## src/rtl/ehgu_pkg.sv

```systemverilog
// Shared types and default sizing for the ehgu FIFO write-side arbiter.
package ehgu_pkg;

  localparam int unsigned NREQ_DEF      = 4;
  localparam int unsigned WIDTH_DEF     = 8;
  localparam int unsigned MEM_DEPTH_DEF = 128;

  typedef enum logic [0:0] {
    IDLE  = 1'b0,
    BURST = 1'b1
  } state_t;

endpackage

```

## src/rtl/ehgu_rr_pick.sv

```systemverilog
// Round-robin picker: first valid requester at or above ptr, wrapping to 0.
module ehgu_rr_pick #(
  parameter int unsigned NREQ = 4,
  parameter int unsigned IW   = $clog2(NREQ)
) (
  input  logic [NREQ-1:0] valid,
  input  logic [IW-1:0]   ptr,
  output logic [NREQ-1:0] onehot,
  output logic [IW-1:0]   idx,
  output logic            any
);

  logic [IW-1:0] j;

  // Walk from lowest to highest priority so the last hit is the winner.
  always_comb begin
    onehot = '0;
    idx    = '0;
    any    = 1'b0;
    j      = '0;
    for (int k = int'(NREQ) - 1; k >= 0; k--) begin
      j = IW'((int'(ptr) + k) % int'(NREQ));
      if (valid[j]) begin
        onehot    = '0;
        onehot[j] = 1'b1;
        idx       = j;
        any       = 1'b1;
      end
    end
  end

endmodule

```

## src/rtl/ehgu_fifo_arb.sv

```systemverilog
// Burst-aware round-robin arbiter feeding the write side of an ehgu_fifo,
// with its own occupancy tracking for full/empty and underflow reporting.
module ehgu_fifo_arb
  import ehgu_pkg::*;
#(
  parameter  int unsigned NREQ      = NREQ_DEF,
  parameter  int unsigned WIDTH     = WIDTH_DEF,
  parameter  int unsigned MEM_DEPTH = MEM_DEPTH_DEF,
  localparam int unsigned IW        = $clog2(NREQ),
  localparam int unsigned CWIDTH    = $clog2(MEM_DEPTH) + 1
) (
  input  logic                  clk0,
  input  logic                  rstn,
  input  logic [NREQ-1:0]       req_valid,
  input  logic [NREQ-1:0]       req_last,
  input  logic [NREQ*WIDTH-1:0] req_data,
  output logic [NREQ-1:0]       req_ready,
  input  logic                  pop,
  output logic                  fifo_en,
  output logic [WIDTH-1:0]      fifo_data,
  output logic [IW-1:0]         grant_id,
  output logic [CWIDTH-1:0]     count,
  output logic                  full,
  output logic                  empty,
  output logic                  pop_err
);

  state_t            state, state_next;
  logic [IW-1:0]     lock, lock_next;
  logic [IW-1:0]     rr_ptr, rr_ptr_next;

  logic [NREQ-1:0]   pick_onehot;
  logic [IW-1:0]     pick_idx;
  logic              pick_any;

  logic              accept;
  logic [IW-1:0]     acc_idx;
  logic              acc_last;
  logic [WIDTH-1:0]  acc_data;
  logic [CWIDTH-1:0] count_next;

  ehgu_rr_pick #(
    .NREQ (NREQ),
    .IW   (IW)
  ) u_pick (
    .valid  (req_valid),
    .ptr    (rr_ptr),
    .onehot (pick_onehot),
    .idx    (pick_idx),
    .any    (pick_any)
  );

  assign full  = (count == CWIDTH'(MEM_DEPTH));
  assign empty = (count == '0);

  always_ff @(posedge clk0) begin
    if (!rstn) begin
      state  <= IDLE;
      lock   <= '0;
      rr_ptr <= '0;
    end else begin
      state  <= state_next;
      lock   <= lock_next;
      rr_ptr <= rr_ptr_next;
    end
  end

  // Grant selection and burst lock; ready is gated by reset and full.
  always_comb begin
    state_next  = state;
    lock_next   = lock;
    rr_ptr_next = rr_ptr;
    req_ready   = '0;
    acc_idx     = lock;
    accept      = 1'b0;
    acc_last    = 1'b0;
    acc_data    = '0;
    case (state)
      IDLE: begin
        acc_idx = pick_idx;
        if (rstn && !full && pick_any) req_ready = pick_onehot;
      end
      BURST: begin
        if (rstn && !full && req_valid[lock]) req_ready[lock] = 1'b1;
      end
      default: ;
    endcase
    accept   = |(req_valid & req_ready);
    acc_last = req_last[acc_idx];
    acc_data = req_data[32'(acc_idx) * WIDTH +: WIDTH];
    if (accept) begin
      if (acc_last) begin
        state_next  = IDLE;
        rr_ptr_next = (acc_idx == IW'(NREQ - 1)) ? '0 : acc_idx + IW'(1);
      end else begin
        state_next = BURST;
        lock_next  = acc_idx;
      end
    end
  end

  always_comb begin
    count_next = count;
    if (accept && !(pop && !empty))      count_next = count + CWIDTH'(1);
    else if (!accept && pop && !empty)   count_next = count - CWIDTH'(1);
  end

  always_ff @(posedge clk0) begin
    if (!rstn) begin
      fifo_en   <= 1'b0;
      fifo_data <= '0;
      grant_id  <= '0;
      count     <= '0;
      pop_err   <= 1'b0;
    end else begin
      fifo_en <= accept;
      if (accept) begin
        fifo_data <= acc_data;
        grant_id  <= acc_idx;
      end
      count <= count_next;
      if (pop && empty) pop_err <= 1'b1;
    end
  end

endmodule

```

## config.mk

```make
export PLATFORM = sky130hd
export DESIGN_NAME = ehgu_fifo_arb
export DESIGN_NICKNAME = d
export VERILOG_FILES = /design/src/rtl/ehgu_pkg.sv /design/src/rtl/ehgu_rr_pick.sv /design/src/rtl/ehgu_fifo_arb.sv
export SDC_FILE = /design/constraint.sdc
export NUM_CORES = 1
export LEC_CHECK = 0
export BUFFER_PORTS_ARGS = -buffer_cell sky130_fd_sc_hd__buf_4
export CAP_MARGIN = 20
export CORE_MARGIN = 4
export CORE_UTILIZATION = 53
export CTS_BUF_LIST = sky130_fd_sc_hd__clkbuf_16
export DETAILED_ROUTE_END_ITERATION = 8
export HOLD_SLACK_MARGIN = 0.08
export PLACE_DENSITY = 0.82
export SLEW_MARGIN = 20
export SYNTH_ARGS = -nofsm -noshare
export SYNTH_HDL_FRONTEND = slang
export SYNTH_SLANG_ARGS = --single-unit
```

## constraint.sdc

```tcl
create_clock -name clk0 -period 5.6 [get_ports clk0]
set_input_delay 0.84 -clock clk0 [delete_from_list [all_inputs] [get_ports clk0]]
set_output_delay 0.84 -clock clk0 [all_outputs]
set_load 0.02 [all_outputs]
```

==> results.json <==
{
  "area_delta_synth_final_pct": 23.57,
  "arrival_ps": 5230,
  "max_freq_ghz": 0.1981,
  "h-tree-depth": 1,
  "grt_pass1_wl_mm": 9.687,
  "io-pin-count": 69,
  "reg2reg_depth": 19,
  "nNetsFinal": 391,
  "leakagePower_nw": 1.327,
  "diodes": 0,
  "fin_ws_ps": 551.2,
  "critPathLaunchType": "flip-flop",
  "syn_area_per_cell_um2": 8.482,
  "endpoint_kind": "flip-flop",
  "cts_setup_buffers": 0,
  "first_pass_iters": 4,
  "cts_buffers": 3,
  "peakVddDrop_mv": 0.4004,
  "vias_per_cell": 5.866,
  "synth_cells": 276,
  "rows": 23,
  "die_w_um": 74.46,
  "root_buffer": "clkbuf_16",
  "worstMarginPinSlew_ps": 865.5,
  "synth_edf_count": 0,
  "p_total_mw": 1.861,
  "status": "finished, final reports clean",
  "power_density_nw_per_um2": 643.3,
  "setup_viol": 0,
  "clock-sinks": 25,
  "synth.distinct_cells": 58,
  "post-route-min-period_ps": 5049,
  "final_hold_viol_count": 0,
  "hold_buffers": 0,
  "rsz0062_at_grt": "no",
  "period_share_pct": 90.16,
  "relSlewSlack_pct": 41.49,
  "utilization_pct": 69.81,
  "start_util_pct": 56.49,
  "synthTopCellsByCount": "45 x nand2_1, 25 x dfxtp_1, 24 x a21oi_1",
  "path_clk_slew_ps": 60,
  "hp-class": "reg2reg",
  "synthTopCellsByArea": "dfxtp_1 21%, mux2i_1 9.8%, ha_1 8.0%, nand2_1 7.2%, mux2_2 5.8%",
  "synth_area_um2": 2341,
  "maxCapViolations": 0,
  "pre_cts_slack_ps": 595.0,
  "async_flop_share_pct": 0,
  "synth_top_cell_by_area": "dfxtp_1",
  "dp_hpwl_mm": 4.467,
  "cp.required_ps": 5780,
  "grt_start_max_net_pins": 24,
  "synth_flop_cell": "dfxtp_1",
  "gp_routability_congestion": 0.9394,
  "antenna_found_initial": 0,
  "die_h_um": 74.46,
  "drive_gt1_share_pct": 32.33,
  "coreArea_um2": 4144,
  "yosys_register_bits": 25,
  "final_max_slew_viol_count": 0,
  "yosys_warnings": 0,
  "synth_fp_nets": 335,
  "synth_most_common_cell": "nand2_1",
  "clock_latency_ps": 250,
  "hold-path-cell-count": 2,
  "wl_per_cell_um": 15.87,
  "cts_tree": "done",
  "dieArea_um2": 5544,
  "cp_max_fo": 17,
  "grt_usage_pct": 21.88,
  "wl_mm": 6.047,
  "final_antenna_net_count": 0,
  "yosys.area.top_type_share_pct": 21.38,
  "critical_path_class": "reg2reg",
  "remaining_drc_errors": 0,
  "post_cts_resized": 0,
  "drtIter0Drc": 217,
  "finalSetupTns_ps": 0,
  "vias": 2235,
  "fillerInstances": 340,
  "fin_skew_ps": 3.172,
  "yosysSeqAreaShare_pct": 21.38,
  "grt.overflow.total": 0,
  "clock_path_buffers": 2,
  "grt_pass1_vias": 2092,
  "io_buffers": 68
}
-- worst max-delay path, stage by stage, from the launching register on --
cell and delay [ps]:
dfxtp_1 580, inv_1 250, ha_1 480, or4b_1 560, a41o_1 310, o21ai_1 160
o221a_2 220, a22oi_2 80, and2_4 220, inv_6 150, nand2_1 210, ha_1 360
a21o_1 170, a21oi_1 230, o21bai_1 90, a21oi_1 220, o21ai_0 130, and2_1 170
mux2i_1 170, mux2i_1 220
-- cells by family (layout without fill, tap and decap cells) --
| kind of cell | count (synthesis) | in the layout | synth area share, % |
|---|---|---|---|
| flops | 25 | 25 | 21.38 |
| simple gates | 86 | 86 | 17.42 |
| compound gates | 73 | 73 | 24.27 |
| mux | 38 | 38 | 18.65 |
| xor+xnor | 5 | 5 | 1.871 |
| buf+inv | 33 | 88 | 7.536 |
| fa+ha+maj | 16 | 16 | 8.872 |
-- metal layers --
metal	routed length, um	vias to the layer above	global-route usage [%]
met2	2917	83	36.10
met1	2644	1022	30.07
met3	385	8	1.892
met4	99	0	7.312
li1	-	1122	-
met5	0	-	0
-- path summary, 6_finish.rpt --
path                     start            to  slack, ps
setup / recovery     rr_ptr[1]      count[7]        550
hold / removal    fifo_data[2]  fifo_data[2]        460
setup reg to reg     rr_ptr[1]      count[7]        550
hold reg to reg   fifo_data[2]  fifo_data[2]        460
-- cell usage in the layout, fill, tap and decap left out, drive strengths merged, types with 2 or more instances in the layout --
cell type,Yosys,final
dfxtp,25,25
a41o,3,3
nand3,8,8
o21ai,10,10
o31ai,2,2
mux2,12,12
or4bb,2,2
buf,16,71
a21o,2,2
inv,13,14
nand2b,2,2
nand4b,2,2
clkbuf,4,3
nor2,13,13
a21oi,24,24
nand2,45,45
o21bai,2,2
o221a,5,5
nor3,3,3
and2,3,3
ha,15,15
o211ai,10,10
mux4,3,3
mux2i,23,23
a31o,3,3
xnor2,5,5
-- registers in the layout, indices dropped and copies added, names as in the netlist --
signal / flops
count: 8
fifo_data: 8
fifo_en: 1
grant_id: 2
lock: 2
pop_err: 1
rr_ptr: 2
state: 1
-- final cells by class --
| class | count | area [um2] | area share (%) |
|---|---|---|---|
| inverter | 13 | 53.80 | 1.860 |
| timing repair buffer | 71 | 533.0 | 18.43 |
| tap | 50 | 62.56 | 2.163 |
| sequential | 25 | 500.5 | 17.30 |
| multi-input combinational | 218 | 1664 | 57.53 |
| clock inverter | 1 | 3.754 | 0.1298 |
| clock buffer | 3 | 75.07 | 2.595 |
-- through the flow --
stage | instances | cell area, um2 | hold slack [ps]
final | 381 | 2893 | 456.1
after global routing | 381 | 2893 | 475.5
after CTS | 381 | 2893 | 456.1
after detailed placement | 377 | 2814 | 447.4
after global placement | 377 | 2814 | 439.4
after floorplan | 276 | 2341 | 521.3
-- report_power, final --
group | switching, mW | internal (mW) | total (mW)
Clock | 0.0586 | 0.0953 | 0.154
Sequential | 0.0742 | 0.253 | 0.328
Combinational | 0.770 | 0.609 | 1.38
No activity file was read; power rests on OpenSTA's default activity.
